## config.mk

```make
export PLATFORM = sky130hd
export DESIGN_NAME = fetch_unit
export DESIGN_NICKNAME = d
export VERILOG_FILES = /design/src/rtl/fetch_unit.sv
export SDC_FILE = /design/constraint.sdc
export NUM_CORES = 1
export LEC_CHECK = 0
export ABC_AREA = 1
export CAP_MARGIN = 20
export CORE_ASPECT_RATIO = 0.5
export CORE_MARGIN = 1
export CORE_UTILIZATION = 40
export DETAILED_ROUTE_END_ITERATION = 8
export DONT_BUFFER_PORTS = 1
export PLACE_DENSITY_LB_ADDON = 0.3
export SLEW_MARGIN = 20
export SYNTH_ARGS = -nofsm -noshare
export SYNTH_HDL_FRONTEND = slang
export SYNTH_SLANG_ARGS = --single-unit
```

## constraint.sdc

```tcl
create_clock -name clk -period 3.85 [get_ports clk]
set_input_delay 0.77 -clock clk [delete_from_list [all_inputs] [get_ports clk]]
set_output_delay 0.77 -clock clk [all_outputs]
set_load 0.01 [all_outputs]
```

## src/rtl/fetch_unit.sv

```systemverilog
// Instruction fetch stage: one-outstanding req/ack memory port, prefetch queue, stall and redirect.
// Define FETCH_UNIT_BYPASS_EN to forward an ack straight to decode when the queue is empty.
module fetch_unit #(
    parameter int                    ADDR_WIDTH  = 32,
    parameter int                    INSTR_WIDTH = 32,
    parameter int                    DEPTH       = 4,
    parameter logic [ADDR_WIDTH-1:0] RESET_PC    = '0,
    parameter int                    STEP        = 4
) (
    input  logic                          clk,
    input  logic                          reset,
    input  logic                          enable,
    input  logic                          redirect_valid,
    input  logic [ADDR_WIDTH-1:0]         redirect_pc,
    output logic                          mem_req,
    output logic [ADDR_WIDTH-1:0]         mem_addr,
    input  logic                          mem_ack,
    input  logic [INSTR_WIDTH-1:0]        mem_rdata,
    output logic                          instr_valid,
    input  logic                          instr_ready,
    output logic [INSTR_WIDTH-1:0]        instr_out,
    output logic [ADDR_WIDTH-1:0]         instr_pc,
    output logic [ADDR_WIDTH-1:0]         pc_value,
    output logic [$clog2(DEPTH+1)-1:0]    count
);
    localparam int CW = $clog2(DEPTH + 1);
    localparam int PW = $clog2(DEPTH);

    typedef enum logic [1:0] {IDLE, WAIT, DRAIN} state_t;

    state_t                 state;
    logic [ADDR_WIDTH-1:0]  q_pc   [DEPTH];
    logic [INSTR_WIDTH-1:0] q_data [DEPTH];
    logic [PW-1:0]          rd_ptr, wr_ptr;

    logic                   ack_wait, bypass, push, pop, launch;
    logic [CW:0]            count_next;
    logic [ADDR_WIDTH-1:0]  next_addr, launch_addr;

    always_comb begin
        ack_wait  = (state == WAIT) && mem_ack;
        next_addr = mem_addr + ADDR_WIDTH'(STEP);
`ifdef FETCH_UNIT_BYPASS_EN
        bypass    = (count == '0) && ack_wait && !redirect_valid;
`else
        bypass    = 1'b0;
`endif
        // A bypassed response that decode takes right away never enters the queue.
        push        = ack_wait && !redirect_valid && !(bypass && instr_ready);
        pop         = (count != '0) && instr_ready;
        count_next  = (CW+1)'(count) + (CW+1)'(push) - (CW+1)'(pop);
        // Reserving a slot at launch time is what keeps the queue from overflowing.
        launch      = enable && !redirect_valid && (count_next < (CW+1)'(DEPTH));
        launch_addr = ack_wait ? next_addr : pc_value;
    end

    always_comb begin
        instr_valid = (count != '0) || bypass;
        instr_out   = bypass ? mem_rdata : q_data[rd_ptr];
        instr_pc    = bypass ? mem_addr  : q_pc[rd_ptr];
    end

    always_ff @(posedge clk or negedge reset) begin
        if (!reset) begin
            state    <= IDLE;
            mem_req  <= 1'b0;
            mem_addr <= RESET_PC;
            pc_value <= RESET_PC;
            count    <= '0;
            rd_ptr   <= '0;
            wr_ptr   <= '0;
            for (int i = 0; i < DEPTH; i++) begin
                q_pc[i]   <= '0;
                q_data[i] <= '0;
            end
        end else if (redirect_valid) begin
            count    <= '0;
            rd_ptr   <= '0;
            wr_ptr   <= '0;
            pc_value <= redirect_pc;
            // An in-flight request must still be retired; its data is thrown away.
            case (state)
                WAIT, DRAIN: begin
                    if (mem_ack) begin
                        state   <= IDLE;
                        mem_req <= 1'b0;
                    end else begin
                        state   <= DRAIN;
                    end
                end
                default: state <= IDLE;
            endcase
        end else begin
            if (push) begin
                q_pc[wr_ptr]   <= mem_addr;
                q_data[wr_ptr] <= mem_rdata;
                wr_ptr         <= wr_ptr + PW'(1);
            end
            if (pop)
                rd_ptr <= rd_ptr + PW'(1);
            count <= count_next[CW-1:0];
            if (ack_wait)
                pc_value <= next_addr;
            case (state)
                IDLE: begin
                    if (launch) begin
                        state    <= WAIT;
                        mem_req  <= 1'b1;
                        mem_addr <= launch_addr;
                    end
                end
                WAIT: begin
                    if (mem_ack) begin
                        if (launch) begin
                            mem_addr <= launch_addr;
                        end else begin
                            state   <= IDLE;
                            mem_req <= 1'b0;
                        end
                    end
                end
                DRAIN: begin
                    if (mem_ack) begin
                        state   <= IDLE;
                        mem_req <= 1'b0;
                    end
                end
                default: begin
                    state   <= IDLE;
                    mem_req <= 1'b0;
                end
            endcase
        end
    end

endmodule

```

==> results of run 1 <==
==> registers in the layout, indices dropped and copies added (netlist names) <==
signal,flops
q_data,128
mem_req,1
pc_value,32
wr_ptr,2
count,3
state,2
q_pc,128
mem_addr,32
rd_ptr,2
==> path summary, 6_finish.rpt <==
kind / slack (ps) / cells past startpoint / to
worst min register to register: 480 / 2 / q_pc[61]
min in group clk: 310 / 1 / count[2]
worst max-delay path: 650 / 4 / instr_pc[19]
worst max register to register: 690 / 16 / mem_addr[17]
max in group asynchronous: 3120 / 0 / q_data[19]
worst min-delay path: -60 / 0 / q_data[106]
==> cells in the final DEF (no fill, tap or decap), types with 4 or more instances in the layout <==
| master | count |
|---|---|
| or2_2 | 15 |
| o21ai_1 | 108 |
| a21oi_1 | 7 |
| dfrtp_1 | 328 |
| ha_1 | 12 |
| o21ai_0 | 314 |
| clkbuf_8 | 6 |
| nand3_1 | 75 |
| nor2_1 | 188 |
| nand2_4 | 5 |
| o211ai_1 | 7 |
| bufinv_16 | 4 |
| nand2_1 | 495 |
| clkbuf_16 | 36 |
| clkinv_2 | 5 |
| o22ai_1 | 64 |
| buf_4 | 15 |
| clkbuf_1 | 7 |
| inv_1 | 93 |
==> power by group through the flow <==
stage / Clock, W / Combinational, W / Sequential, W
after floorplan: 0 / 0.00270 / 0.00496
after global placement: 0 / 0.00349 / 0.00522
after detailed placement: 0 / 0.00354 / 0.00523
after CTS: 0.00364 / 0.00356 / 0.00517
after global routing: 0.00377 / 0.00398 / 0.00529
final: 0.00355 / 0.00353 / 0.00517
==> cells by family after synthesis <==
kind of cell | after synthesis | synth area share, %
and+or+nand+nor | 785 | 20.3
AOI/OAI and AO/OA | 505 | 17.1
DFF | 330 | 53.7
buffers and inverters | 217 | 7.65
adders and majority gates | 13 | 1.11
xor gates and xnor gates | 2 | 0.114
==> worst reg2reg max path: stages, from the launching register on <==
cell and delay (ps):
dfrtp_1 400, inv_1 100, ha_1 230, nand2_2 110, inv_4 70, nand2_4 70
ha_1 270, inv_1 30, ha_1 190, fa_1 380, nand2_1 90, nand2_1 60
nor2_2 150, nand4_4 330, clkinv_4 380, o211ai_1 160, nand2_1 80
==> final cells by class <==
type	instances	share of cell area [%]
inverter	99	2.31
tap	520	3.91
timing repair buffer	18	1.04
clock inverter	12	1.11
multi-input combinational	1305	35.9
clock buffer	49	6.07
sequential	330	49.7
==> per-layer routing <==
| metal | part of all wire (%) | GRT usage, % |
|---|---|---|
| met3 | 5.5 | 4.03 |
| met1 | 47 | 29.9 |
| met4 | 2.3 | 5.87 |
| met5 | 0 | 0 |
| met2 | 46 | 32.7 |
==> through the flow <==
step	worst slack, ps	util [%]	power, W
after floorplan	1050	-	0.00767
after global placement	731	41.0	0.00870
after detailed placement	687	41.0	0.00877
after CTS	598	44.2	0.0124
after global routing	413	44.2	0.0130
final	648	44.2	0.0122
==> results.py, run 1 <==
metrics = {
    "timing": {
        "max_slew_margin_pct": 37.2,
        "clock.fmax_mhz": 312,
        "setup_viol": 0,
        "fin_tns_setup_ps": 0,
        "hold_violations": 31,
        "post-route-min-period_ps": 3200,
        "rsz0062_at_grt": "false",
        "fin_crit_sh_pct": 83.2,
        "worst_clock_skew_ps": 24.7,
        "finalMaxSlewViolations": 0,
        "whs_ps": -56.9,
        "worstMarginPinSlew_ps": 942,
    },
    "power": {
        "power_frac_comb_pct": 28.8,
        "p_sw_w": 0.00472,
        "p_sw_share_pct": 38.5,
        "seqPwrFrac_pct": 42.2,
        "peakVddDrop_uv": 292,
        "leakagePower_nw": 7.76,
        "clkPwrFrac_pct": 29.0,
        "power.density_mw_per_mm2": 736,
        "intPower_w": 0.00753,
    },
    "layout": {
        "n_fill_cell": 3817,
        "regArea_mm2": 0.00826,
        "multiInputGateArea_mm2": 0.00598,
        "n_antenna_cell": 0,
        "drive_gt1_share_pct": 5.96,
        "final_cells": 2333,
        "finalNetCount": 1872,
        "area_growth_pct": 8.11,
        "final_cell_area_mm2": 0.0166,
    },
    "die": {
        "rows": 50,
        "start_util_pct": 40.9,
        "core_area_mm2": 0.0377,
        "die_w_um": 279,
        "die_area_mm2": 0.0393,
        "io_pins": 203,
        "fp.dieH_um": 141,
    },
    "drt": {
        "antenna_left": 0,
        "num_vias": 12300,
        "drt_iter0_drc": 1017,
        "vias_per_cell": 5.29,
        "post-route-drc-count": 0,
        "wl_um": 41100,
        "wl_per_cell_um": 17.6,
        "dr.pass1.iters": 5,
    },
    "critical_path": {
        "cp_slowest_cell": "clkinv_2",
        "cp-end-kind": "output port",
        "worstPathBufferInverterCount": 2,
        "worstPathArrival_ps": 2430,
        "crit_chain": "clkinv_2 > buf_4 > o21ai_0 > o22ai_1",
        "crit_required_ps": 3080,
        "setup.worst_path.start": "rd_ptr[0]",
        "cp-start-kind": "flip-flop",
        "cpPeakStageDelay_ps": 520,
        "worstSetupPathType": "flip-flop to output port",
        "cp_top_family": "buffers and inverters",
        "path_max_fanout": 50,
        "r2r_start": "state[1]",
    },
    "clock_tree": {
        "worstSkewPairLatency_ps": 530,
        "clk_pin_slew_worst_paths_ps": 60,
        "cts_buffers": 35,
        "cts_resized": 0,
        "cts_tree": "built",
        "h-tree-depth": 2,
        "clock_sinks": 330,
        "clockRootBuffer": "clkbuf_16",
        "clockBufferDepth": 3,
        "postCtsSetupRepairBufs": 0,
    },
    "grt": {
        "grt_usage_pct": 21.0,
        "grt_overflow": 0,
        "grt_pass1_wl_um": 66000,
        "grt_max_degree": 331,
        "antenna_found_initial": 0,
        "grt_pass1_vias": 11500,
    },
    "logic_synthesis": {
        "synth_edf_count": 0,
        "synth_cell_type_count": 31,
        "async_flop_share_pct": 100,
        "yosysTopAreaCellShare_pct": 53.7,
        "synthTopCellsByArea": "dfrtp_1 (54%), nand2_1 (12%), o21ai_0 (10%)",
        "synth-seq-area-share_pct": 53.7,
        "yosysMostFrequentCell": "nand2_1",
        "synth.avg_cell_area_um2": 8.31,
        "synth_fp_nets": 1935,
        "synth_area_mm2": 0.0154,
        "syn-instance-count": 1852,
        "ys.warnings.count": 0,
        "synthTopCellsByCount": "nand2_1 (495), dfrtp_1 (330), o21ai_0 (314)",
        "synth_ff_type": "dfrtp_1",
        "synth-seq-cells": 330,
        "yosysTopAreaCell": "dfrtp_1",
    },
    "flow_run": {
        "maxCapViolCount": 0,
    },
    "placement": {
        "dpl-instance-area_mm2": 0.0154,
        "port_buffers": 0,
        "placed_cells": 2272,
        "dp_hpwl_um": 25800,
        "gp_congestion": 0.849,
    },
    "status": {
        "violations": "negative hold slack",
        "status": "finished with violations",
    },
    "hold_path": {
        "hold_class": "input port to asynchronous set/reset pin",
    },
}
(Power assumes the default switching activity.)
==> inputs of run 2 (changes only) <==
Clock period 3.85 ns to 3.15 ns, I/O delays scaled along.
==> results.py, run 2 (synthesis gave the netlist of run 1 again) <==
metrics = {
    "timing": {
        "fin_tns_setup_ps": 0,
        "setup_viol": 0,
        "max_slew_margin_pct": 19.7,
        "clock.fmax_mhz": 346,
        "worstMarginPinSlew_ps": 1200,
        "hold_violations": 186,
        "fin_crit_sh_pct": 91.7,
        "worst_clock_skew_ps": 18.7,
        "post-route-min-period_ps": 2890,
        "rsz0062_at_grt": "false",
        "whs_ps": -240,
        "finalMaxSlewViolations": 0,
    },
    "layout": {
        "drive_gt1_share_pct": 5.86,
        "final_cell_mix": "nand2_1 (495), dfrtp_1 (328), o21ai_0 (314)",
        "reg.largest.list": "q_data x128, q_pc x128",
        "n_fill_cell": 3847,
        "finalNetCount": 1868,
        "final_common_cell": "nand2_1",
        "area_growth_pct": 7.56,
        "multiInputGateArea_mm2": 0.00598,
        "n_antenna_cell": 0,
        "regArea_mm2": 0.00826,
    },
    "die": {
        "core_area_mm2": 0.0377,
        "start_util_pct": 40.9,
        "io_pins": 203,
        "rows": 50,
        "die_w_um": 279,
        "fp.dieH_um": 141,
        "die_area_mm2": 0.0393,
    },
    "placement": {
        "gp_congestion": 0.877,
        "port_buffers": 0,
        "dp_hpwl_um": 25300,
    },
    "power": {
        "power_frac_comb_pct": 30.0,
        "p_sw_share_pct": 39.2,
        "intPower_w": 0.00883,
        "power_w": 0.0145,
        "peakVddDrop_uv": 407,
        "seqPwrFrac_pct": 43.4,
        "leakagePower_nw": 7.72,
        "power.density_mw_per_mm2": 877,
        "p_sw_w": 0.00569,
        "clkPwrFrac_pct": 26.7,
    },
    "critical_path": {
        "cp-end-kind": "flip-flop",
        "worstPathArrival_ps": 3400,
        "cp-start-kind": "flip-flop",
        "crit_required_ps": 3660,
        "path_max_fanout": 45,
        "rrSetupSlack_ps": 260,
        "worstSetupPathType": "flip-flop to flip-flop",
        "setup.worst_path.start": "state[1]",
        "r2r_start": "state[1]",
    },
    "drt": {
        "dr.pass1.iters": 5,
        "vias_per_cell": 5.27,
        "wl_per_cell_um": 17.6,
        "drt_iter0_drc": 1131,
        "num_vias": 12300,
        "wl_um": 41000,
        "antenna_left": 0,
        "post-route-drc-count": 0,
    },
    "clock_tree": {
        "clk_pin_slew_worst_paths_ps": 60,
        "clockRootBuffer": "clkbuf_16",
        "clockBufferDepth": 3,
        "worstSkewPairLatency_ps": 580,
        "postCtsSetupRepairBufs": 0,
        "cts_buffers": 31,
        "cts_tree": "built",
        "clock_sinks": 330,
        "h-tree-depth": 1,
    },
    "flow_run": {
        "maxCapViolCount": 0,
    },
    "status": {
        "violations": "negative hold slack",
        "status": "finished with violations",
    },
    "grt": {
        "grt_pass1_wl_um": 65900,
        "antenna_found_initial": 0,
        "grt_max_degree": 331,
        "grt_usage_pct": 20.9,
        "grt_pass1_vias": 11500,
        "grt_overflow": 0,
    },
    "hold_path": {
        "hold_class": "input port to asynchronous set/reset pin",
    },
}
[run 2: worst max-delay path: stages (launching register included)]
cell and delay (ps):
dfrtp_1 390, inv_1 90, ha_1 210, nand2_2 100, inv_4 70, nand2_4 60, ha_1 280, inv_1 40
ha_1 200, fa_1 380, nand2_1 90, nand2_1 70, nor2_2 140, nand4_4 260, clkinv_8 240, o211ai_1 120
nand2_1 70
[run 2: path summary, 6_finish.rpt]
| path | to | depth (start not counted) |
|---|---|---|
| max in group asynchronous | rd_ptr[0] | 0 |
| worst max register to register | mem_addr[16] | 16 |
| worst min register to register | q_data[33] | 2 |
| worst min-delay path | q_data[9] | 0 |
| worst max-delay path | mem_addr[16] | 16 |
| min in group clk | count[0] | 1 |
[run 2: power groups by stage]
stage | Sequential [W] | Clock [W] | Combinational, W
CTS | 0.00629 | 0.00398 | 0.00439
global placement | 0.00634 | 0 | 0.00432
finish | 0.00630 | 0.00387 | 0.00435
floorplan | 0.00607 | 0 | 0.00331
detailed placement | 0.00636 | 0 | 0.00438
global route | 0.00643 | 0.00414 | 0.00491
[run 2: per-layer routing]
layer	vias up	global-route usage (%)	wire, um	part of all wire, %
met4	0	6.21	1150	2.8
li1	5978	-	-	-
met1	5920	29.3	18900	46
met3	73	4.01	2340	5.7
met2	298	33.0	18600	45
met5	-	0	0	0
[run 2: final cells by class]
class / count / area share (%)
well taps: 520 / 3.93
clock buffers: 41 / 5.28
multi-input cells: 1305 / 36.1
flip-flops and latches: 330 / 49.9
clock inverters: 15 / 0.998
inverters: 99 / 2.37
repair buffers: 18 / 1.42
[run 2: repair_timing]
action | 4_1_cts | 5_1_grt
gates resized for setup | 0 | 2
endpoints found under the setup margin | 0 | 16
endpoints found under the hold margin | 330 | 330
[run 2: through the flow]
step | hold slack [ps] | area (um2) | utilization, % | instances | setup WS [ps]
after global routing | -289 | 16600 | 44.0 | 2328 | 28.3
final | -240 | 16600 | 44.0 | 2328 | 260
after CTS | -290 | 16500 | 43.9 | 2328 | 165
after floorplan | 334 | 15400 | - | 1852 | 451
after global placement | 339 | 15500 | 41.2 | 2272 | 271
after detailed placement | 339 | 15500 | 41.2 | 2272 | 182
